## src/rtl/reset_sequencer_pkg.sv

```systemverilog
// Shared definitions for the reset sequencer: FSM state encoding and width helpers.
package reset_sequencer_pkg;

  localparam logic [2:0] S_IDLE  = 3'd0;
  localparam logic [2:0] S_WAIT  = 3'd1;
  localparam logic [2:0] S_PULSE = 3'd2;
  localparam logic [2:0] S_GAP   = 3'd3;
  localparam logic [2:0] S_DONE  = 3'd4;

  function automatic int clog2(input int value);
    int r;
    r = 0;
    for (int i = 0; i < 31; i++) begin
      if ((1 << i) < value) r = i + 1;
    end
    return r;
  endfunction

  // Channel index width; a single channel still needs a 1-bit index.
  function automatic int ch_width(input int n_ch);
    return (n_ch < 2) ? 1 : clog2(n_ch);
  endfunction

endpackage

```

## src/rtl/reset_sequencer_sync_2ff.sv

```systemverilog
// Generic two-flop synchroniser for a single asynchronous level, cleared to 0 on reset.
module sync_2ff (
  input  logic clk,
  input  logic rst,
  input  logic d,
  output logic q
);

  logic meta_q;
  logic sync_q;

  // NOTE: sequential state uses non-blocking assignments so every flop samples pre-edge values.
  always_ff @(posedge clk or posedge rst) begin
    if (rst) begin
      meta_q <= 1'b0;
      sync_q <= 1'b0;
    end else begin
      meta_q <= d;
      sync_q <= meta_q;
    end
  end

  assign q = sync_q;

endmodule

```

## src/rtl/reset_sequencer.sv

```systemverilog
// Multi-channel reset sequencer: after lock, wait INIT_DELAY cycles, then pulse (or release)
// each downstream reset in index order with optional stagger; lock loss and trig restart it.
module reset_sequencer
  import reset_sequencer_pkg::*;
#(
  parameter  int N_CH       = 4,
  parameter  int CNT_WIDTH  = 32,
  parameter  int INIT_DELAY = 1000000,
  parameter  int PULSE_LEN  = 30,
  parameter  int STAGGER    = 16,
  parameter  int HOLD_MODE  = 0,
  localparam int CH_W       = ch_width(N_CH)
) (
  input  logic            clk,
  input  logic            rst_orig,
  input  logic            lock_in,
  input  logic            trig,
  output logic [N_CH-1:0] rst_out,
  output logic            busy,
  output logic            done,
  output logic [CH_W-1:0] cur_ch
);

  localparam logic [CNT_WIDTH-1:0] WAIT_LAST  = CNT_WIDTH'(INIT_DELAY - 1);
  localparam logic [CNT_WIDTH-1:0] PULSE_LAST = CNT_WIDTH'(PULSE_LEN - 1);
  localparam logic [CNT_WIDTH-1:0] GAP_LAST   = CNT_WIDTH'(STAGGER - 1);
  localparam logic [CH_W-1:0]      LAST_CH    = CH_W'(N_CH - 1);
  // Idle/wait level of every channel: asserted in hold mode, quiet in pulse mode.
  localparam logic [N_CH-1:0]      RST_IDLE   = {N_CH{HOLD_MODE != 0}};

  logic                 lock_s;
  logic [2:0]           state_q, state_d;
  logic [CNT_WIDTH-1:0] cnt_q, cnt_d;
  logic [CH_W-1:0]      ch_q, ch_d;
  logic                 enter;
  logic [N_CH-1:0]      rst_out_q, rst_out_d;
  logic                 busy_q, busy_d;
  logic                 done_q, done_d;
  logic [CH_W-1:0]      cur_ch_q, cur_ch_d;

  sync_2ff u_lock_sync (
    .clk (clk),
    .rst (rst_orig),
    .d   (lock_in),
    .q   (lock_s)
  );

  // Next-state decode; 'enter' flags any state entry, including PULSE->PULSE and WAIT->WAIT.
  always_comb begin
    // NOTE: every output of a combinational block gets a default first, so no latch is inferred.
    state_d = state_q;
    ch_d    = ch_q;
    enter   = 1'b0;
    if (state_q == S_IDLE) begin
      if (lock_s) begin
        state_d = S_WAIT;
        ch_d    = '0;
        enter   = 1'b1;
      end
    end else if (!lock_s) begin
      state_d = S_IDLE;
      ch_d    = '0;
      enter   = 1'b1;
    end else if (trig) begin
      state_d = S_WAIT;
      ch_d    = '0;
      enter   = 1'b1;
    end else begin
      case (state_q)
        S_WAIT: begin
          if (cnt_q == WAIT_LAST) begin
            state_d = S_PULSE;
            enter   = 1'b1;
          end
        end
        S_PULSE: begin
          if (cnt_q == PULSE_LAST) begin
            enter = 1'b1;
            if (ch_q == LAST_CH) begin
              state_d = S_DONE;
            end else if (STAGGER > 0) begin
              state_d = S_GAP;
            end else begin
              ch_d = ch_q + 1'b1;
            end
          end
        end
        S_GAP: begin
          if (cnt_q == GAP_LAST) begin
            state_d = S_PULSE;
            ch_d    = ch_q + 1'b1;
            enter   = 1'b1;
          end
        end
        S_DONE: ;
        default: begin
          state_d = S_IDLE;
          ch_d    = '0;
          enter   = 1'b1;
        end
      endcase
    end
  end

  always_comb begin
    cnt_d = cnt_q;
    if (enter) begin
      cnt_d = '0;
    end else if (state_q == S_WAIT || state_q == S_PULSE || state_q == S_GAP) begin
      cnt_d = cnt_q + 1'b1;
    end
  end

  // Outputs decoded from the next state so they line up with the state register.
  always_comb begin
    rst_out_d = '0;
    busy_d    = 1'b0;
    done_d    = 1'b0;
    cur_ch_d  = '0;
    case (state_d)
      S_IDLE: rst_out_d = RST_IDLE;
      S_WAIT: begin
        rst_out_d = RST_IDLE;
        busy_d    = 1'b1;
      end
      S_PULSE, S_GAP: begin
        busy_d   = 1'b1;
        cur_ch_d = ch_d;
        for (int k = 0; k < N_CH; k++) begin
          if (HOLD_MODE != 0) begin
            rst_out_d[k] = (CH_W'(k) > ch_d) || (CH_W'(k) == ch_d && state_d == S_PULSE);
          end else begin
            rst_out_d[k] = (CH_W'(k) == ch_d) && (state_d == S_PULSE);
          end
        end
      end
      S_DONE: done_d = 1'b1;
      default: ;
    endcase
  end

  always_ff @(posedge clk or posedge rst_orig) begin
    if (rst_orig) state_q <= S_IDLE;
    else          state_q <= state_d;
  end

  always_ff @(posedge clk or posedge rst_orig) begin
    if (rst_orig) cnt_q <= '0;
    else          cnt_q <= cnt_d;
  end

  always_ff @(posedge clk or posedge rst_orig) begin
    if (rst_orig) ch_q <= '0;
    else          ch_q <= ch_d;
  end

  always_ff @(posedge clk or posedge rst_orig) begin
    if (rst_orig) begin
      rst_out_q <= RST_IDLE;
      busy_q    <= 1'b0;
      done_q    <= 1'b0;
      cur_ch_q  <= '0;
    end else begin
      rst_out_q <= rst_out_d;
      busy_q    <= busy_d;
      done_q    <= done_d;
      cur_ch_q  <= cur_ch_d;
    end
  end

  assign rst_out = rst_out_q;
  assign busy    = busy_q;
  assign done    = done_q;
  assign cur_ch  = cur_ch_q;

endmodule

```

## config.mk

```make
export PLATFORM = sky130hd
export DESIGN_NAME = reset_sequencer
export DESIGN_NICKNAME = d
export VERILOG_FILES = /design/src/rtl/reset_sequencer_pkg.sv /design/src/rtl/reset_sequencer_sync_2ff.sv /design/src/rtl/reset_sequencer.sv
export SDC_FILE = /design/constraint.sdc
export NUM_CORES = 1
export LEC_CHECK = 0
export CORE_MARGIN = 2
export CORE_UTILIZATION = 48
export DETAILED_ROUTE_END_ITERATION = 7
export PLACE_DENSITY = 0.66
export SLEW_MARGIN = 25
export SYNTH_ARGS = -nofsm -noshare
export SYNTH_HDL_FRONTEND = slang
export SYNTH_SLANG_ARGS = --single-unit
```

## constraint.sdc

```tcl
create_clock -name clk -period 3.2 [get_ports clk]
set_input_delay 0.8 -clock clk [delete_from_list [all_inputs] [get_ports clk]]
set_output_delay 0.8 -clock clk [all_outputs]
set_load 0.02 [all_outputs]
```

==> impl_metrics.toml, run 1 <==
[status]
status = "complete, no violations"

[timing]
fin_crit_sh_pct = 72.7
max_freq_ghz = 0.430
skew_ps = 8.32
holdWs_ps = 359
hold_viol = 0
fin_setup_tns_ps = 0
grt_setup_unrepaired = "no"
worst_pin_slew_ps = 623
fin_crit_ps = 2330
max_slew_margin_pct = 58.1
setup_viol = 0
drv_slew = 0

[global_route]
antenna_found_initial = 0
grt_pass1_wl_um = 8320
grt_pass1_vias = 1767
grt_max_degree = 33
grt-ovfl-total = 0
grt_use_total_pct = 19.3

[detailed_routing]
drtIter0Drc = 85
vias = 1870
post_drt_wl_per_cell_um = 14.1
via_per_inst = 5.52
drt_pass1_iterations = 4
routed_wl_um = 4780
drcViolationCount = 0
ant_nets = 0

[clock_tree]
clock-sinks = 47
cts_resized = 0
insertion_delay_ps = 300
clk_pin_slew_worst_paths_ps = 90
cts_tree = "done"
ctsHoldBuffers = 0
h-tree-depth = 2
cts_setup_buffers = 0
clockRootBuffer = "clkbuf_8"
cts_made_buffers = 5
clockBufferDepth = 2

[final_layout]
nNetsFinal = 275
antennaDiodeCount = 0
stdcell_count = 339
drive_gt1_share_pct = 11.9
postLayoutCellArea_um2 = 2740
area_growth_pct = 10.4

[placed_design]
dpl_cell_area_um2 = 2650
gp_congestion = 0.803
dp.cells = 331
dp_hpwl_um = 3410
io_buffer_count = 11

[synthesis]
yosysWarnings = 0
synth_compound_area_share_pct = 5.30
syn_area_um2 = 2480
synth_top_area_share_pct = 47.5
yosys.area.top_type = "dfrtp_1"
synth_top_family_by_area = "simple AND/OR/NAND/NOR gates"
syn_nets = 262
synthSimpleGateAreaFrac_pct = 30.4
netlist_instances = 255
synth_fa_ha_area_share_pct = 1.51
async_flop_share_pct = 100
ys_seq_area_share_pct = 47.5
synth-seq-cells = 47
yosys-top-cells-count = "47 x dfrtp_1, 41 x nor2_1, 20 x nand2_1"
synth_edf_count = 0
synth_mux_area_share_pct = 0.606
synth_flop_cell = "dfrtp_1"
synthTopCellsByArea = "dfrtp_1 47%, nor2_1 6.2%, xor2_1 6.0%"
yosys.area_share.xor_xnor_pct = 11.0
avgSynthCellArea_um2 = 9.72
ys_types = 44
synth_most_common_cell = "dfrtp_1"

[critical_path]
crit_path_max_fanout = 32
worstSetupPathType = "reg -> reg"
critical_path.slowest_cell = "dfrtp_1"
r2r_end = "cnt_q[16]"
required_ps = 3380
startpoint_type = "flip-flop"
crit_family = "compound AO/OA/AOI/OAI gates"
r2r_slack_ps = 870
crit_path_end_kind = "flip-flop"
cpPeakStageDelay_ps = 490
crit_buf_inv = 1
regToRegStartpoint = "cnt_q[0]"
cp_data_arrival_time_ps = 2500
worstPathCellList = "ha_1 > nor2b_1 > nand4_1 > a21o_1 > a21o_1 > a21oi_2 > buf_4 > nor2_1"
r2r_cells = 8
crit_top_cell = "a21o_1"

[die]
die-area_um2 = 5750
core_area_um2 = 5040
initial_core_util_pct = 49.2
num_rows = 26
ios = 12
die_w_um = 75.9
die_h_um = 75.9

[worst_hold_path]
hp-class = "reg -> reg"
hold_path_depth = 0
holdPathEnd = "u_lock_sync.q"
hp-start = "u_lock_sync.meta_q"

[power]
power_density_nw_per_um2 = 369
power.total_mw = 1.01
peakVddDrop_mv = 0.172
p_leak_nw = 1.14

[run]
cap_violations = 0
where the power goes:
part	internal (mW)	leakage (nW)	switching [mW]	total [mW]
Clock	0.153	0.0412	0.198	0.350
Sequential	0.598	0.645	0.00825	0.607
Combinational	0.0162	0.453	0.0351	0.0514
Total	0.767	1.14	0.241	1.01
routing by layer:
metal  part of all wire, %  wire length, um  GRT usage (%)
met4                   1.3               62           8.38
met3                   4.3              206           3.70
met5                     0                0              0
met1                    49             2340           27.1
met2                    45             2170           29.2
sequential cells by signal (all words and copies together) (netlist names):
name	count
cur_ch	2
busy	1
cnt_q	32
rst_out	4
state_q	3
u_lock_sync.meta_q	1
u_lock_sync.q	1
done	1
ch_q	2
area by class of cell:
cell class / count / area [um2]
sequential: 47 / 1180
multi-input combinational: 188 / 1210
inverter: 12 / 45.0
clock buffer: 6 / 72.6
clock inverter: 2 / 12.5
fill: 461 / 2310
tap: 70 / 87.6
timing repair buffer: 14 / 133
through the flow:
stage               worst slack (ps)  util [%]
floorplan                       1260         -
global placement                 801      52.6
detailed placement               771      52.6
CTS                              904      54.3
global route                     693      54.3
finish                           874      54.3
layout by cell type, fill, tap and decap left out, types with 3 or more instances in the layout:
master | netlist | final
and2_1 | 3 | 3
and3_1 | 4 | 4
and4_1 | 4 | 4
buf_4 | 1 | 3
clkbuf_8 | 0 | 5
clkdlybuf4s50_1 | 0 | 11
dfrtp_1 | 47 | 47
ha_1 | 3 | 3
inv_1 | 11 | 10
nand2_1 | 20 | 20
nand3_1 | 11 | 11
nand4_1 | 15 | 15
nor2_1 | 41 | 41
nor2_2 | 5 | 5
nor2b_1 | 4 | 4
nor3_1 | 6 | 6
nor3_2 | 5 | 5
nor4_1 | 7 | 7
xnor2_1 | 14 | 14
xor2_1 | 17 | 17
logic make-up (layout without fill, tap and decap cells):
| logic type | count (synthesis) | count (layout) |
|---|---|---|
| buffers and inverters | 20 | 34 |
| DFF | 47 | 47 |
| AOI/OAI and AO/OA | 17 | 17 |
| adders and majority gates | 3 | 3 |
| xor gates and xnor gates | 31 | 31 |
| muxes | 1 | 1 |
| and+or+nand+nor | 136 | 136 |
worst max-delay path by stage:
stage	start	to	slack, ps	cells past startpoint
floorplan	cnt_q[0]	cnt_q[21]	1260	8
global placement	trig	rst_out[2]	800	8
detailed placement	trig	rst_out[1]	770	6
CTS	cnt_q[0]	cnt_q[16]	900	8
global route	cnt_q[22]	cnt_q[15]	690	7
finish	cnt_q[0]	cnt_q[16]	870	8
(Power assumes the default switching activity.)
==> run 2: changes to the inputs <==
Settings changed: PLACE_DENSITY 0.66 to 0.68.
Clock period 3.2 ns to 2 ns, I/O delays scaled along.
==> impl_metrics.toml, run 2 (synthesis gave the netlist of run 1 again) <==
[final_layout]
largest_register_ffs = 32
layout_common_cells = "46 x buf_4, 45 x dfrtp_1, 38 x nor2_1, 20 x nand2_1, 17 x xor2_1"
postLayoutCellArea_um2 = 3310
nNetsFinal = 325
area_growth_pct = 33.4
final_common_cell = "buf_4"
utilization_pct = 65.6
drive_gt1_share_pct = 32.0
regMostFlops = "cnt_q"
antennaDiodeCount = 0

[clock_tree]
h-tree-depth = 2
clk_pin_slew_worst_paths_ps = 100
clockRootBuffer = "clkbuf_8"
clockBufferDepth = 2
clock-sinks = 47
ctsHoldBuffers = 0
insertion_delay_ps = 310
cts_tree = "done"
cts_made_buffers = 5

[detailed_routing]
drcViolationCount = 0
via_per_inst = 5.35
drtIter0Drc = 121
drt_pass1_iterations = 4
routed_wl_um = 5690
ant_nets = 0
vias = 2082
post_drt_wl_per_cell_um = 14.6

[critical_path]
cp_data_arrival_time_ps = 2200
path_depth = 8
critical_path.slowest_cell = "dfrtp_1"
crit_buf_inv = 1
crit_top_cell = "o311a_1"
r2r_cells = 8
r2r_slack_ps = 30
worstSetupPathType = "reg -> reg"
crit_family = "compound AO/OA/AOI/OAI gates"
required_ps = 2240
crit_path_end_kind = "flip-flop"
worstPathCellList = "ha_2 > buf_4 > nand4_1 > o311a_1 > a221oi_2 > o311a_1 > nand2b_4 > nor3_2"
crit_path_max_fanout = 4
startpoint_type = "flip-flop"
cpPeakStageDelay_ps = 370
regToRegStartpoint = "cnt_q[1]"
r2r_end = "rst_out[3]"

[die]
die_h_um = 75.9
die-area_um2 = 5750
ios = 12
num_rows = 26
die_w_um = 75.9
initial_core_util_pct = 49.2
core_area_um2 = 5040

[timing]
max_slew_margin_pct = 69.7
worst_pin_slew_ps = 451
grt_setup_unrepaired = "yes"
skew_ps = 7.33
fin_crit_ps = 1970
max_freq_ghz = 0.508
fin_setup_tns_ps = 0
setup_viol = 0
fin_crit_sh_pct = 98.4
drv_slew = 0
hold_viol = 0

[worst_hold_path]
hp-class = "reg -> reg"
hp-start = "u_lock_sync.meta_q"
hold_path_depth = 0
holdPathEnd = "u_lock_sync.q"

[power]
peakVddDrop_mv = 0.338
power.total_mw = 1.74
power_density_nw_per_um2 = 526
p_leak_nw = 1.45

[global_route]
antenna_found_initial = 0
grt-ovfl-total = 0
grt_pass1_wl_um = 9030
grt_max_degree = 33
grt_use_total_pct = 21.0
grt_pass1_vias = 1931

[placed_design]
dp_hpwl_um = 3730
gp_congestion = 0.866
dpl_cell_area_um2 = 3000
io_buffer_count = 11

[run]
cap_violations = 0

[status]
status = "complete, no violations"
run 2: cell count changes in the layout (fill, tap and decap cells not counted), moves of 2 or more:
| cell | previous run | this run |
|---|---|---|
| nor2_2 | 5 | 7 |
| buf_12 | 0 | 4 |
| dfrtp_2 | 0 | 2 |
| clkbuf_16 | 0 | 2 |
| nor4_2 | 2 | 8 |
| nor2b_1 | 4 | 2 |
| dfrtp_1 | 47 | 45 |
| nor4_1 | 7 | 1 |
| buf_4 | 3 | 46 |
| nor2b_2 | 0 | 2 |
| nor2_1 | 41 | 38 |
run 2: metrics by stage:
stage / cells / setup slack, ps / hold WS (ps)
finish: 389 / 31.6 / 369
global route: 389 / -28.6 / 382
CTS: 380 / 1.39 / 372
detailed placement: 372 / -73.1 / 340
global placement: 372 / -19.0 / 342
floorplan: 255 / 55.5 / 331
run 2: metal layers:
metal	up-vias	global-route usage, %	share of wire, %
li1	1005	-	-
met3	8	4.63	4.9
met2	58	33.0	49
met5	-	0	0
met4	0	6.04	1.5
met1	1011	29.2	45
run 2: timing repair:
item,in CTS,in global routing
buffers inserted,0,6
endpoints found under the setup margin,4,42
gates resized for setup,3,19
cloned,0,3
pin swaps,2,7
run 2: worst max path at each step:
stage / start / end
2_1_floorplan: cnt_q[0] / cnt_q[21]
3_3_place_gp: cnt_q[6] / rst_out[1]
3_5_place_dp: trig / rst_out[2]
4_1_cts: cnt_q[15] / rst_out[1]
5_1_grt: cnt_q[1] / rst_out[3]
6_report: cnt_q[1] / rst_out[3]
run 2: area by class of cell:
cell class,count,area [um2]
fillers,412,1740
multi-input cells,188,1300
flip-flops and latches,47,1180
repair buffers,64,597
well taps,70,87.6
clock buffers,5,68.8
inverters,12,45.0
clock inverters,3,27.5
run 2: where the power goes:
part | internal, mW | switching [mW] | total [mW] | leakage [nW]
Combinational | 0.0740 | 0.0825 | 0.157 | 0.758
Clock | 0.259 | 0.359 | 0.618 | 0.0467
Sequential | 0.958 | 0.00626 | 0.964 | 0.642
run 2: worst reg2reg max path, cell delays in order, from the launching register on:
cell,delay (ps)
dfrtp_1,370
ha_2,210
buf_4,120
nand4_1,140
o311a_1,350
a221oi_2,200
o311a_1,300
nand2b_4,100
nor3_2,110
==> run 3: changes to the inputs <==
Settings changed: PLACE_DENSITY 0.68 to 0.66.
Clock period 2 ns to 2.1 ns, I/O delays scaled along.
==> impl_metrics.toml, run 3 (synthesis gave the netlist of run 1 again) <==
[global_route]
grt-ovfl-total = 0
grt_pass1_vias = 1798
grt_max_degree = 31
grt_use_total_pct = 20.0
antenna_found_initial = 0
grt_pass1_wl_um = 8650

[critical_path]
r2r_end = "cnt_q[1]"
regToRegStartpoint = "cnt_q[17]"
r2r_slack_ps = 110
r2r_cells = 8
crit_top_cell = "a21o_1"
worstSetupPathType = "reg -> reg"
startpoint_type = "flip-flop"
startpoint = "cnt_q[17]"
cpPeakStageDelay_ps = 440
crit_end = "cnt_q[1]"
cp_data_arrival_time_ps = 2170
worstPathCellList = "nor4_2 > buf_4 > nand3_1 > a21o_1 > a21o_1 > a21oi_4 > buf_12 > a211oi_1"
critical_path.slowest_cell = "dfrtp_1"
crit_path_end_kind = "flip-flop"
crit_path_max_fanout = 20
required_ps = 2280

[power]
seq_power_share_pct = 58.8
power.share.switching_pct = 23.8
p_switching_mw = 0.372
comb_power_share_pct = 7.1
power_density_nw_per_um2 = 511
p_leak_nw = 1.33
peakVddDrop_mv = 0.347
clkPwrFrac_pct = 34.0
p_int_mw = 1.19

[final_layout]
drive_gt1_share_pct = 23.7
area_growth_pct = 23.5
layout_common_cells = "47 x dfrtp_1, 41 x nor2_1, 31 x buf_4, 20 x nand2_1, 17 x xor2_1"
utilization_pct = 60.7
final_common_cell = "dfrtp_1"
nNetsFinal = 306
regMostFlops = "cnt_q"
largest_register_ffs = 32
antennaDiodeCount = 0

[detailed_routing]
ant_nets = 0
drt_pass1_iterations = 4
post_drt_wl_per_cell_um = 14.1
via_per_inst = 5.21
vias = 1928
drtIter0Drc = 112
routed_wl_um = 5240
drcViolationCount = 0

[die]
die_w_um = 75.9
num_rows = 26
initial_core_util_pct = 49.2
core_area_um2 = 5040
die_h_um = 75.9
ios = 12
die-area_um2 = 5750

[placed_design]
io_buffer_count = 11
dp_hpwl_um = 3820
post-place-ws_ps = 7.53
gp_congestion = 0.853

[timing]
max_freq_ghz = 0.503
fin_setup_tns_ps = 0
skew_ps = 10.6
worst_pin_slew_ps = 671
holdWs_ps = 367
fin_crit_sh_pct = 94.6
fin_crit_ps = 1990
drv_slew = 0
hold_viol = 0
max_slew_margin_pct = 54.9
setup_viol = 0
fin_ws_ps = 113
grt_setup_unrepaired = "no"

[status]
status = "complete, no violations"

[worst_hold_path]
hp-class = "reg -> reg"

[clock_tree]
clk_pin_slew_worst_paths_ps = 90
cts_made_buffers = 5
clock-sinks = 47
clockBufferDepth = 2
insertion_delay_ps = 300
ctsHoldBuffers = 0
clockRootBuffer = "clkbuf_8"
h-tree-depth = 2
cts_tree = "done"

[run]
cap_violations = 0
[run 3: cell count changes in the layout (fill, tap and decap cells not counted), sizes merged]
cell    before  now
inv         14   12
clkinv       0    1
buf         51   34
clkbuf       7    6
[run 3: layer usage]
layer / vias to the layer above / GRT usage (%) / part of all wire, %
met2: 20 / 30.7 / 46
met4: 0 / 4.68 / 1.1
met5: - / 0 / 0
li1: 969 / - / -
met3: 6 / 4.10 / 2.6
met1: 933 / 29.3 / 50
[run 3: repair_timing]
action                                  CTS  global route
endpoints found under the setup margin    0            41
resized for setup                         0            12
buffers inserted                          0             3
hold endpoints to repair                  0             0
[run 3: worst min path at each step]
stage                                  start  slack [ps]  depth (start not counted)             to
final                     u_lock_sync.meta_q         370                          0  u_lock_sync.q
after global routing      u_lock_sync.meta_q         380                          0  u_lock_sync.q
after CTS                 u_lock_sync.meta_q         370                          0  u_lock_sync.q
after detailed placement  u_lock_sync.meta_q         350                          0  u_lock_sync.q
after global placement    u_lock_sync.meta_q         330                          0  u_lock_sync.q
after floorplan           u_lock_sync.meta_q         330                          0  u_lock_sync.q
[run 3: power groups by stage]
stage                     clock network (mW)  registers [mW]  logic, mW
after CTS                              0.547           0.919      0.107
after floorplan                            0           0.940     0.0546
after detailed placement                   0           0.938      0.107
after global placement                     0           0.937      0.106
final                                  0.532           0.919      0.111
after global routing                   0.586           0.920      0.123
[run 3: stage by stage]
stage | instance area [um2] | power [mW] | std cells
after floorplan | 2480 | 0.995 | 255
after global placement | 2890 | 1.04 | 359
after detailed placement | 2890 | 1.04 | 359
after CTS | 2970 | 1.57 | 367
after global routing | 3060 | 1.63 | 370
final | 3060 | 1.56 | 370
[run 3: critical path, delay by kind of cell, from the launching register on]
family	cells	cell delay, ps
AO/OA/AOI/OAI	4	630
buffers and inverters	2	380
flip-flops	1	440
AND/OR/NAND/NOR	2	420
[run 3: final cells by class]
cell class	count	area, um2
fill	463	1980
multi-input combinational	188	1270
sequential	47	1180
timing repair buffer	45	394
tap	70	87.6
clock buffer	6	72.6
inverter	12	45.0
clock inverter	2	12.5
